### src/rtl/booth_mac_seq.sv
// booth_mac_seq: multiply-accumulate sequencer around an 8x8 sequential Booth
// multiplier. Operand pairs arrive on a valid/ready stream. Each pair starts one
// multiplication, and its product is sign-extended and added into a wrapping
// accumulator. The sum is presented on the output stream once the pair tagged
// last has been accumulated.
// ACC_W is intended to lie in the range 16..32.
module booth_mac_seq #(
  parameter int ACC_W = 24
) (
  input  logic             clk,
  input  logic             rst_n,
  input  logic             in_valid,
  output logic             in_ready,
  input  logic [7:0]       in_mc,
  input  logic [7:0]       in_mp,
  input  logic             in_last,
  output logic             mul_start,
  output logic [7:0]       mul_mc,
  output logic [7:0]       mul_mp,
  input  logic [15:0]      mul_prd,
  input  logic             mul_busy,
  output logic             out_valid,
  input  logic             out_ready,
  output logic [ACC_W-1:0] out_acc,
  output logic             out_ovf,
  output logic [7:0]       out_cnt
);

  typedef enum logic [1:0] {
    IDLE  = 2'd0,
    START = 2'd1,
    WAIT  = 2'd2,
    OUT   = 2'd3
  } state_t;

  state_t state;
  state_t state_nxt;

  logic [7:0]       mc_q;
  logic [7:0]       mp_q;
  logic             last_q;
  logic [ACC_W-1:0] acc_q;
  logic             ovf_q;
  logic [7:0]       cnt_q;

  logic             accept;
  logic             capture;
  logic             clear;
  logic [ACC_W-1:0] prd_ext;
  logic [ACC_W-1:0] sum;
  logic             ovf_now;
  logic [7:0]       cnt_inc;

  // Sign-extend the 16-bit product to the accumulator width. The 16-bit case
  // needs no extension, and a zero-width replication is not legal.
  generate
    if (ACC_W > 16) begin : g_sext
      assign prd_ext = {{(ACC_W-16){mul_prd[15]}}, mul_prd};
    end else begin : g_nosext
      assign prd_ext = mul_prd[ACC_W-1:0];
    end
  endgenerate

  // Wrapping sum. Overflow occurs when both addends share a sign and the result's sign differs.
  assign sum     = acc_q + prd_ext;
  assign ovf_now = (acc_q[ACC_W-1] == prd_ext[ACC_W-1]) &&
                   (sum[ACC_W-1] != acc_q[ACC_W-1]);
  assign cnt_inc = (cnt_q == 8'hFF) ? cnt_q : cnt_q + 8'd1;

  // State register; reset discards any pending result and returns to IDLE.
  always_ff @(posedge clk or negedge rst_n) begin
    if (!rst_n) begin
      state <= IDLE;
    end else begin
      state <= state_nxt;
    end
  end

  // Next-state decode and handshake strobes. mul_busy is ignored in START because it is stale.
  always_comb begin
    state_nxt = state;
    in_ready  = 1'b0;
    mul_start = 1'b0;
    out_valid = 1'b0;
    accept    = 1'b0;
    capture   = 1'b0;
    clear     = 1'b0;
    case (state)
      IDLE: begin
        in_ready = 1'b1;
        if (in_valid) begin
          accept    = 1'b1;
          state_nxt = START;
        end
      end
      START: begin
        mul_start = 1'b1;
        state_nxt = WAIT;
      end
      WAIT: begin
        if (!mul_busy) begin
          capture   = 1'b1;
          state_nxt = last_q ? OUT : IDLE;
        end
      end
      OUT: begin
        out_valid = 1'b1;
        if (out_ready) begin
          clear     = 1'b1;
          state_nxt = IDLE;
        end
      end
      default: begin
        state_nxt = IDLE;
      end
    endcase
  end

  // Operand registers feed the multiplier and stay stable until the next accepted pair.
  always_ff @(posedge clk or negedge rst_n) begin
    if (!rst_n) begin
      mc_q   <= 8'd0;
      mp_q   <= 8'd0;
      last_q <= 1'b0;
    end else if (accept) begin
      mc_q   <= in_mc;
      mp_q   <= in_mp;
      last_q <= in_last;
    end
  end

  // Accumulator, term count and sticky overflow; the product is taken only on the first not-busy edge.
  always_ff @(posedge clk or negedge rst_n) begin
    if (!rst_n) begin
      acc_q <= '0;
      cnt_q <= 8'd0;
      ovf_q <= 1'b0;
    end else if (clear) begin
      acc_q <= '0;
      cnt_q <= 8'd0;
      ovf_q <= 1'b0;
    end else if (capture) begin
      acc_q <= sum;
      cnt_q <= cnt_inc;
      ovf_q <= ovf_q | ovf_now;
    end
  end

  assign mul_mc  = mc_q;
  assign mul_mp  = mp_q;
  assign out_acc = acc_q;
  assign out_ovf = ovf_q;
  assign out_cnt = cnt_q;

endmodule

### config.mk
export PLATFORM = sky130hd
export DESIGN_NAME = booth_mac_seq
export DESIGN_NICKNAME = d
export VERILOG_FILES = /design/src/rtl/booth_mac_seq.sv
export SDC_FILE = /design/constraint.sdc
export NUM_CORES = 1
export LEC_CHECK = 0
export ABC_AREA = 1
export CELL_PAD_IN_SITES_DETAIL_PLACEMENT = 0
export CELL_PAD_IN_SITES_GLOBAL_PLACEMENT = 2
export CORE_MARGIN = 2
export CORE_UTILIZATION = 28
export CTS_CLUSTER_SIZE = 8
export DETAILED_ROUTE_END_ITERATION = 6
export PLACE_DENSITY_LB_ADDON = 0.08
export SLEW_MARGIN = 25
export SYNTH_ARGS = -nofsm -noshare
export SYNTH_HDL_FRONTEND = slang
export SYNTH_SLANG_ARGS = --single-unit
### constraint.sdc
create_clock -name clk -period 2.5 [get_ports clk]
set_input_delay 0.5 -clock clk [delete_from_list [all_inputs] [get_ports clk]]
set_output_delay 0.5 -clock clk [all_outputs]
set_load 0.005 [all_outputs]
==> flow_results.xml, run 1 <==
<?xml version="1.0" encoding="UTF-8"?>
<metrics>
  <group name="die">
    <metric name="dieHeight" unit="µm">117.0</metric>
    <metric name="core_area" unit="µm²">12520</metric>
    <metric name="rows" unit="">41</metric>
    <metric name="die-area" unit="µm²">13690</metric>
    <metric name="ioPinCount" unit="">90</metric>
    <metric name="die_x" unit="µm">117.0</metric>
    <metric name="initial_core_util" unit="">0.2856</metric>
  </group>
  <group name="drt">
    <metric name="drt_iter0_drc" unit="">80</metric>
    <metric name="totalWireLength" unit="mm">10.59</metric>
    <metric name="route.detailed.wl_per_inst" unit="µm">13.62</metric>
    <metric name="detail_route.drc_violations" unit="">0</metric>
    <metric name="drt_pass1_iterations" unit="">4</metric>
    <metric name="detailroute.via_count" unit="">3533</metric>
    <metric name="vias_per_cell" unit="">4.541</metric>
    <metric name="ant_nets" unit="">0</metric>
  </group>
  <group name="timing">
    <metric name="max_freq" unit="MHz">436.8</metric>
    <metric name="hold_violation_count_in_the_final_report" unit="">0</metric>
    <metric name="final_critical_period" unit="ns">2.289</metric>
    <metric name="grt_setup_unrepaired" unit="">false</metric>
    <metric name="report.final.setup_viol" unit="">0</metric>
    <metric name="max-slew-margin-rel" unit="">0.5201</metric>
    <metric name="tns" unit="ns">0</metric>
    <metric name="final.setup_skew" unit="ns">0.005228</metric>
    <metric name="final_max_slew_viol_count" unit="">0</metric>
    <metric name="final_critical_path_setup_slack" unit="ns">0.2109</metric>
    <metric name="worst_slew_pin_slew" unit="ns">0.7198</metric>
    <metric name="post-route-period-util" unit="">0.9157</metric>
  </group>
  <group name="clock_network">
    <metric name="cts.reportedPaths.clkPinSlew" unit="ns">0.07</metric>
    <metric name="clock_tree.buffer_depth" unit="">2</metric>
    <metric name="clk-insertion-delay-late" unit="ns">0.31</metric>
    <metric name="post_cts_hold_buffer_count" unit="">0</metric>
    <metric name="clockRootBuffer" unit="">sky130_fd_sc_hd__clkbuf_16</metric>
    <metric name="tritoncts_num_sinks" unit="">52</metric>
    <metric name="tritoncts" unit="">yes</metric>
    <metric name="cts_made_buffers" unit="">5</metric>
    <metric name="h-tree-depth" unit="">2</metric>
  </group>
  <group name="global_route">
    <metric name="grt_overflow" unit="">0</metric>
    <metric name="wire_length_of_the_first_global_routing_pass" unit="mm">17.08</metric>
    <metric name="grt_start_max_net_pins" unit="">53</metric>
    <metric name="number_of_global_route_vias_before_repair" unit="">3514</metric>
    <metric name="antenna_found_initial" unit="">0</metric>
    <metric name="grtUsageTotal" unit="">0.1638</metric>
  </group>
  <group name="yosys">
    <metric name="avgSynthCellArea" unit="µm²">7.494</metric>
    <metric name="synth-async-reset-ratio" unit="">1.000</metric>
    <metric name="synth-seq-area-share" unit="">0.3640</metric>
    <metric name="synth.cells.most_frequent" unit="">136 x sky130_fd_sc_hd__nand2_1, 56 x sky130_fd_sc_hd__inv_1, 52 x sky130_fd_sc_hd__dfrtp_1</metric>
    <metric name="yosysMostFrequentCell" unit="">sky130_fd_sc_hd__nand2_1</metric>
    <metric name="post-synth-top-area-fraction" unit="">0.3640</metric>
    <metric name="synth_cells" unit="">477</metric>
    <metric name="yosysWarningCount" unit="">0</metric>
    <metric name="nets_in_the_synthesized_netlist" unit="">540</metric>
    <metric name="synth_ff_type" unit="">sky130_fd_sc_hd__dfrtp_1</metric>
    <metric name="synth_enable_flop_cells" unit="">0</metric>
    <metric name="netlist_area" unit="µm²">3575</metric>
    <metric name="synth.distinct_cells" unit="">38</metric>
    <metric name="synth_largest_area_cell" unit="">sky130_fd_sc_hd__dfrtp_1</metric>
    <metric name="ys_seq_elements" unit="">52</metric>
    <metric name="yosys-top-cells-area" unit="">sky130_fd_sc_hd__dfrtp_1 36%, sky130_fd_sc_hd__nand2_1 14%, sky130_fd_sc_hd__ha_1 8.4%</metric>
  </group>
  <group name="final_layout">
    <metric name="nFillCells" unit="">1369</metric>
    <metric name="final_design_area_no_fill" unit="µm²">5065</metric>
    <metric name="layout.nets" unit="">668</metric>
    <metric name="drive_above_1_share" unit="">0.1370</metric>
    <metric name="seq_area" unit="µm²">1301</metric>
    <metric name="multi_input_area" unit="µm²">2009</metric>
    <metric name="antenna_cells" unit="">0</metric>
    <metric name="syn_to_final_growth" unit="%">41.69</metric>
    <metric name="instances_no_fill" unit="">778</metric>
  </group>
  <group name="power">
    <metric name="vdd_drop_max" unit="mV">0.4487</metric>
    <metric name="leakagePower" unit="nW">2.444</metric>
    <metric name="fin_total_pwr" unit="mW">5.685</metric>
    <metric name="pwr_density_cell" unit="nW/µm²">1122</metric>
  </group>
  <group name="critical_path">
    <metric name="worstPathRequired" unit="ns">2.69</metric>
    <metric name="path_max_fanout" unit="">4</metric>
    <metric name="cp-start-kind" unit="">input port</metric>
    <metric name="regToRegStartpoint" unit="">out_acc[0]$_DFFE_PN0P_</metric>
    <metric name="critical_path_class" unit="">in2reg</metric>
    <metric name="cp-startpoint" unit="">mul_prd[0]</metric>
    <metric name="worst-endpoint-arrival" unit="ns">2.48</metric>
    <metric name="worst_setup_path_end_kind" unit="">flop</metric>
  </group>
  <group name="placed_design">
    <metric name="pre_cts_slack" unit="ns">-0.1728</metric>
    <metric name="place_hpwl" unit="mm">8.365</metric>
    <metric name="dpl-instance-area" unit="µm²">4916</metric>
    <metric name="place_congestion" unit="">0.8749</metric>
    <metric name="number_of_buffers_added_on_ports" unit="">89</metric>
    <metric name="placedCellCount" unit="">770</metric>
  </group>
  <group name="status">
    <metric name="outcome" unit="">finished clean</metric>
  </group>
  <group name="min_path">
    <metric name="worstHoldPathType" unit="">in2async</metric>
  </group>
  <group name="job">
    <metric name="maxCapViolations" unit="">0</metric>
  </group>
</metrics>
cell families after synthesis:
logic type | after synthesis | share of synthesized area
AND/OR/NAND/NOR | 232 | 0.2856
AO/OA/AOI/OAI | 84 | 0.1302
buffers and inverters | 66 | 0.07455
flip-flops | 52 | 0.3640
adder cells (fa/ha/maj) | 25 | 0.08961
multiplexers | 17 | 0.05355
XOR/XNOR | 1 | 0.002451
repair_timing:
item | 4_1_cts | 5_1_grt
endpoints found under the setup margin | 0 | 3
buffers inserted | 0 | 0
resized for setup | 0 | 2
critical path, stage by stage:
cell and delay, ns:
sky130_fd_sc_hd__clkdlybuf4s50_1 0.46, sky130_fd_sc_hd__ha_1 0.16, sky130_fd_sc_hd__inv_1 0.06, sky130_fd_sc_hd__fa_1 0.40, sky130_fd_sc_hd__inv_1 0.07, sky130_fd_sc_hd__nand3_1 0.07
sky130_fd_sc_hd__nand2_2 0.12, sky130_fd_sc_hd__inv_1 0.06, sky130_fd_sc_hd__nor2_1 0.10, sky130_fd_sc_hd__nor2_1 0.06, sky130_fd_sc_hd__inv_1 0.09, sky130_fd_sc_hd__nand2_1 0.06
sky130_fd_sc_hd__nand2_1 0.09, sky130_fd_sc_hd__nand2_1 0.06, sky130_fd_sc_hd__nand2_1 0.05, sky130_fd_sc_hd__o21ai_1 0.06
cells in the final DEF (no fill, tap or decap), types with 2 or more instances in the layout:
cell and instances:
sky130_fd_sc_hd__nand2_2 5, sky130_fd_sc_hd__ha_1 24, sky130_fd_sc_hd__inv_1 56, sky130_fd_sc_hd__clkinv_1 2
sky130_fd_sc_hd__buf_4 37, sky130_fd_sc_hd__inv_6 2, sky130_fd_sc_hd__a21oi_1 37, sky130_fd_sc_hd__a32o_1 2
sky130_fd_sc_hd__nand3_1 25, sky130_fd_sc_hd__o31ai_1 2, sky130_fd_sc_hd__or2_1 2, sky130_fd_sc_hd__o21a_1 2
sky130_fd_sc_hd__or2_2 2, sky130_fd_sc_hd__clkdlybuf4s50_1 88, sky130_fd_sc_hd__nor3_1 2, sky130_fd_sc_hd__nor3_2 2
sky130_fd_sc_hd__o21ai_1 13, sky130_fd_sc_hd__nand2_1 135, sky130_fd_sc_hd__mux2_2 17, sky130_fd_sc_hd__o21bai_1 3
sky130_fd_sc_hd__dfrtp_1 52, sky130_fd_sc_hd__clkbuf_16 5, sky130_fd_sc_hd__nand3_2 4, sky130_fd_sc_hd__nand4_1 6
sky130_fd_sc_hd__a21boi_0 2, sky130_fd_sc_hd__nor2_1 43, sky130_fd_sc_hd__nor2_4 2, sky130_fd_sc_hd__inv_2 3
sky130_fd_sc_hd__o21ai_0 18
power by group:
part,total (mW),internal [mW],leakage (nW),switching (mW)
Sequential,1.54,1.22,0.648,0.316
Clock,0.730,0.380,0.0719,0.350
Combinational,3.41,1.76,1.72,1.65
Total,5.68,3.36,2.44,2.32
through the flow:
stage / utilization / hold WS [ns]
final: 0.4046 / 0.3189
after global routing: 0.4046 / 0.3966
after CTS: 0.4044 / 0.3697
after detailed placement: 0.3927 / 0.4946
after global placement: 0.3927 / 0.4865
after floorplan: - / 0.2044
area by class of cell:
class	count	share of cell area
tap	172	0.04249
inverter	61	0.04521
multi-input combinational	359	0.3967
timing repair buffer	126	0.2297
clock buffer	6	0.02544
clock inverter	2	0.003458
sequential	52	0.2569
final timing paths:
check / to / slack, ns / cells after the start
max in group asynchronous: out_cnt[6]$_DFFE_PN0P_ / 1.69 / 2
worst max-delay path: out_acc[16]$_DFFE_PN0P_ / 0.21 / 16
worst min-delay path: out_acc[6]$_DFFE_PN0P_ / 0.32 / 2
min in group clk: mul_mp[5]$_DFFE_PN0P_ / 0.51 / 1
worst min register to register: mul_mp[5]$_DFFE_PN0P_ / 0.51 / 1
worst max register to register: out_acc[16]$_DFFE_PN0P_ / 0.48 / 15
flip-flops by register name (all words and copies together), names as in the netlist:
register and flops:
out_cnt 8, mul_mc 8, mul_mp 8, state 2
out_ovf 1, last_q 1, out_acc 24
layer usage:
layer  share of wire  up-vias  global-route usage
met3           0.053       14             0.04377
met2            0.48       76              0.2832
met5               0        -                   0
met4           0.017        0             0.04784
met1            0.45     1620              0.2004
li1                -     1823                   -
Power figures use the tool's default switching activity.
==> run 2: changes to the inputs <==
--- a/config.mk
+++ b/config.mk
@@ -12,7 +12,7 @@
 export CORE_UTILIZATION = 28
 export CTS_CLUSTER_SIZE = 8
 export DETAILED_ROUTE_END_ITERATION = 6
-export PLACE_DENSITY_LB_ADDON = 0.08
+export PLACE_DENSITY_LB_ADDON = 0.25
 export SLEW_MARGIN = 25
 export SYNTH_ARGS = -nofsm -noshare
 export SYNTH_HDL_FRONTEND = slang
==> flow_results.xml, run 2 (same netlist as run 1, synthesis figures left out) <==
<?xml version="1.0" encoding="UTF-8"?>
<metrics>
  <group name="global_route">
    <metric name="wire_length_of_the_first_global_routing_pass" unit="mm">17.35</metric>
    <metric name="grt_start_max_net_pins" unit="">25</metric>
    <metric name="number_of_global_route_vias_before_repair" unit="">3546</metric>
    <metric name="grt_overflow" unit="">0</metric>
    <metric name="grtUsageTotal" unit="">0.1648</metric>
    <metric name="antenna_found_initial" unit="">0</metric>
  </group>
  <group name="clock_network">
    <metric name="cts.reportedPaths.clkPinSlew" unit="ns">0.08</metric>
    <metric name="cts.repair_timing.setup_buffer_count" unit="">0</metric>
    <metric name="clk-insertion-delay-late" unit="ns">0.31</metric>
    <metric name="cts_made_buffers" unit="">5</metric>
    <metric name="clockRootBuffer" unit="">sky130_fd_sc_hd__clkbuf_16</metric>
    <metric name="tritoncts_num_sinks" unit="">52</metric>
    <metric name="clock_tree.buffer_depth" unit="">2</metric>
    <metric name="tritoncts" unit="">yes</metric>
    <metric name="post_cts_hold_buffer_count" unit="">0</metric>
    <metric name="h-tree-depth" unit="">2</metric>
    <metric name="post_cts.resized_instances" unit="">0</metric>
  </group>
  <group name="job">
    <metric name="maxCapViolations" unit="">0</metric>
  </group>
  <group name="timing">
    <metric name="final.setup_skew" unit="ns">0.005973</metric>
    <metric name="max-slew-margin-rel" unit="">0.6136</metric>
    <metric name="worst_slew_pin_slew" unit="ns">0.5795</metric>
    <metric name="report.final.setup_viol" unit="">0</metric>
    <metric name="grt_setup_unrepaired" unit="">false</metric>
    <metric name="final_max_slew_viol_count" unit="">0</metric>
    <metric name="post-route-period-util" unit="">0.9413</metric>
    <metric name="final_critical_period" unit="ns">2.353</metric>
    <metric name="max_freq" unit="MHz">425.0</metric>
    <metric name="holdWs" unit="ns">0.1779</metric>
    <metric name="hold_violation_count_in_the_final_report" unit="">0</metric>
  </group>
  <group name="critical_path">
    <metric name="worstPathRequired" unit="ns">2.70</metric>
    <metric name="critical-path-top-cell-by-count" unit="">sky130_fd_sc_hd__nand2_1</metric>
    <metric name="worst_setup_path_end_kind" unit="">flop</metric>
    <metric name="critical_path_class" unit="">in2reg</metric>
    <metric name="path_max_fanout" unit="">4</metric>
    <metric name="timing.critical_path.slowest_stage_cell" unit="">sky130_fd_sc_hd__clkdlybuf4s50_1</metric>
    <metric name="cp-start-kind" unit="">input port</metric>
    <metric name="crit_path_max_incr_delay" unit="ns">0.46</metric>
    <metric name="worstPathCellList" unit="">clkdlybuf4s50_1 &gt; ha_1 &gt; inv_1 &gt; fa_1 &gt; inv_1 &gt; nand3_1 &gt; nand2_1 &gt; nand2_1 &gt; nand2_1 &gt; nand2_1 &gt; nand2_1 &gt; nand2_1 &gt; a21oi_1 &gt; o21ai_1</metric>
    <metric name="worst-endpoint-arrival" unit="ns">2.55</metric>
  </group>
  <group name="final_layout">
    <metric name="layout.cells.most_common" unit="">sky130_fd_sc_hd__nand2_1</metric>
    <metric name="mostFrequentLayoutCells" unit="">136 x sky130_fd_sc_hd__nand2_1, 88 x sky130_fd_sc_hd__clkdlybuf4s50_1, 56 x sky130_fd_sc_hd__inv_1, 52 x sky130_fd_sc_hd__dfrtp_1, 43 x sky130_fd_sc_hd__nor2_1</metric>
    <metric name="syn_to_final_growth" unit="%">41.86</metric>
    <metric name="final_util" unit="">0.4051</metric>
    <metric name="layout.nets" unit="">665</metric>
    <metric name="largest_register_ff_count" unit="">24</metric>
    <metric name="drive_above_1_share" unit="">0.1327</metric>
    <metric name="nFillCells" unit="">1343</metric>
    <metric name="final_design_area_no_fill" unit="µm²">5071</metric>
    <metric name="antenna_cells" unit="">0</metric>
  </group>
  <group name="placed_design">
    <metric name="dpl-instance-area" unit="µm²">4893</metric>
    <metric name="place_hpwl" unit="mm">8.516</metric>
    <metric name="number_of_buffers_added_on_ports" unit="">89</metric>
    <metric name="place_congestion" unit="">0.8013</metric>
  </group>
  <group name="drt">
    <metric name="detailroute.via_count" unit="">3541</metric>
    <metric name="totalWireLength" unit="mm">10.65</metric>
    <metric name="detail_route.drc_violations" unit="">0</metric>
    <metric name="drt_pass1_iterations" unit="">6</metric>
    <metric name="route.detailed.wl_per_inst" unit="µm">13.74</metric>
    <metric name="ant_nets" unit="">0</metric>
    <metric name="drt_iter0_drc" unit="">120</metric>
    <metric name="vias_per_cell" unit="">4.569</metric>
  </group>
  <group name="die">
    <metric name="core_area" unit="µm²">12520</metric>
    <metric name="rows" unit="">41</metric>
    <metric name="dieHeight" unit="µm">117.0</metric>
    <metric name="die-area" unit="µm²">13690</metric>
    <metric name="initial_core_util" unit="">0.2856</metric>
    <metric name="ioPinCount" unit="">90</metric>
    <metric name="die_x" unit="µm">117.0</metric>
  </group>
  <group name="power">
    <metric name="pwr_density_cell" unit="nW/µm²">1140</metric>
    <metric name="fin_total_pwr" unit="mW">5.780</metric>
    <metric name="vdd_drop_max" unit="mV">0.4568</metric>
    <metric name="leakagePower" unit="nW">2.449</metric>
  </group>
  <group name="min_path">
    <metric name="worstHoldPathType" unit="">in2async</metric>
  </group>
  <group name="status">
    <metric name="outcome" unit="">finished clean</metric>
  </group>
</metrics>
-- run 2: cell count changes in the layout (fill, tap and decap cells not counted) --
cell | previous run | this run
sky130_fd_sc_hd__nand2_1 | 135 | 136
sky130_fd_sc_hd__o21ai_0 | 18 | 19
sky130_fd_sc_hd__inv_6 | 2 | 0
sky130_fd_sc_hd__clkinv_4 | 0 | 1
sky130_fd_sc_hd__clkbuf_8 | 0 | 1
sky130_fd_sc_hd__o21ai_1 | 13 | 12
sky130_fd_sc_hd__clkbuf_1 | 1 | 0
sky130_fd_sc_hd__nand2_2 | 5 | 4
sky130_fd_sc_hd__bufinv_16 | 0 | 1
sky130_fd_sc_hd__buf_4 | 37 | 34
-- run 2: path summary, 6_finish.rpt --
kind,startpoint,end,slack [ns],cells past startpoint
worst max-delay path,mul_prd[0],out_acc[18]$_DFFE_PN0P_,0.15,14
worst min-delay path,rst_n,out_acc[9]$_DFFE_PN0P_,0.18,1
worst max register to register,out_acc[0]$_DFFE_PN0P_,out_acc[18]$_DFFE_PN0P_,0.42,13
worst min register to register,mul_mp[2]$_DFFE_PN0P_,mul_mp[2]$_DFFE_PN0P_,0.50,1
max in group asynchronous,rst_n,out_cnt[4]$_DFFE_PN0P_,1.67,2
min in group clk,mul_mp[2]$_DFFE_PN0P_,mul_mp[2]$_DFFE_PN0P_,0.50,1
-- run 2: power breakdown --
part | total [mW] | switching (mW) | leakage, nW | internal, mW
Combinational | 3.38 | 1.65 | 1.71 | 1.73
Clock | 0.854 | 0.351 | 0.0871 | 0.503
Sequential | 1.54 | 0.320 | 0.648 | 1.22
-- run 2: per-layer routing --
metal,global-route usage,part of all wire
met2,0.2817,0.48
met1,0.2045,0.45
met4,0.03529,0.0091
met5,0,0
met3,0.05252,0.065
-- run 2: worst max-delay path, delay by kind of cell --
kind            cells  cell delay, ns
simple gates        7            0.70
buf+inv             3            0.59
fa+ha+maj           2            0.56
compound gates      2            0.21
-- run 2: metrics by stage --
stage / setup slack [ns] / setup TNS, ns / std cells
floorplan: 0.5285 / 0 / 477
global placement: -0.1782 / -0.7255 / 767
detailed placement: -0.1859 / -0.9948 / 767
CTS: 0.1448 / 0 / 775
global route: 0.01041 / 0 / 775
finish: 0.1468 / 0 / 775
-- run 2: area by class of cell --
| class | instances | area [µm²] | area share |
|---|---|---|---|
| Multi-Input combinational cell | 359 | 2007 | 0.3958 |
| Sequential cell | 52 | 1301 | 0.2566 |
| Timing Repair Buffer | 123 | 1141 | 0.2250 |
| Inverter | 61 | 229.0 | 0.04515 |
| Tap cell | 172 | 215.2 | 0.04244 |
| Clock buffer | 6 | 138.9 | 0.02739 |
| Clock inverter | 2 | 38.79 | 0.007649 |
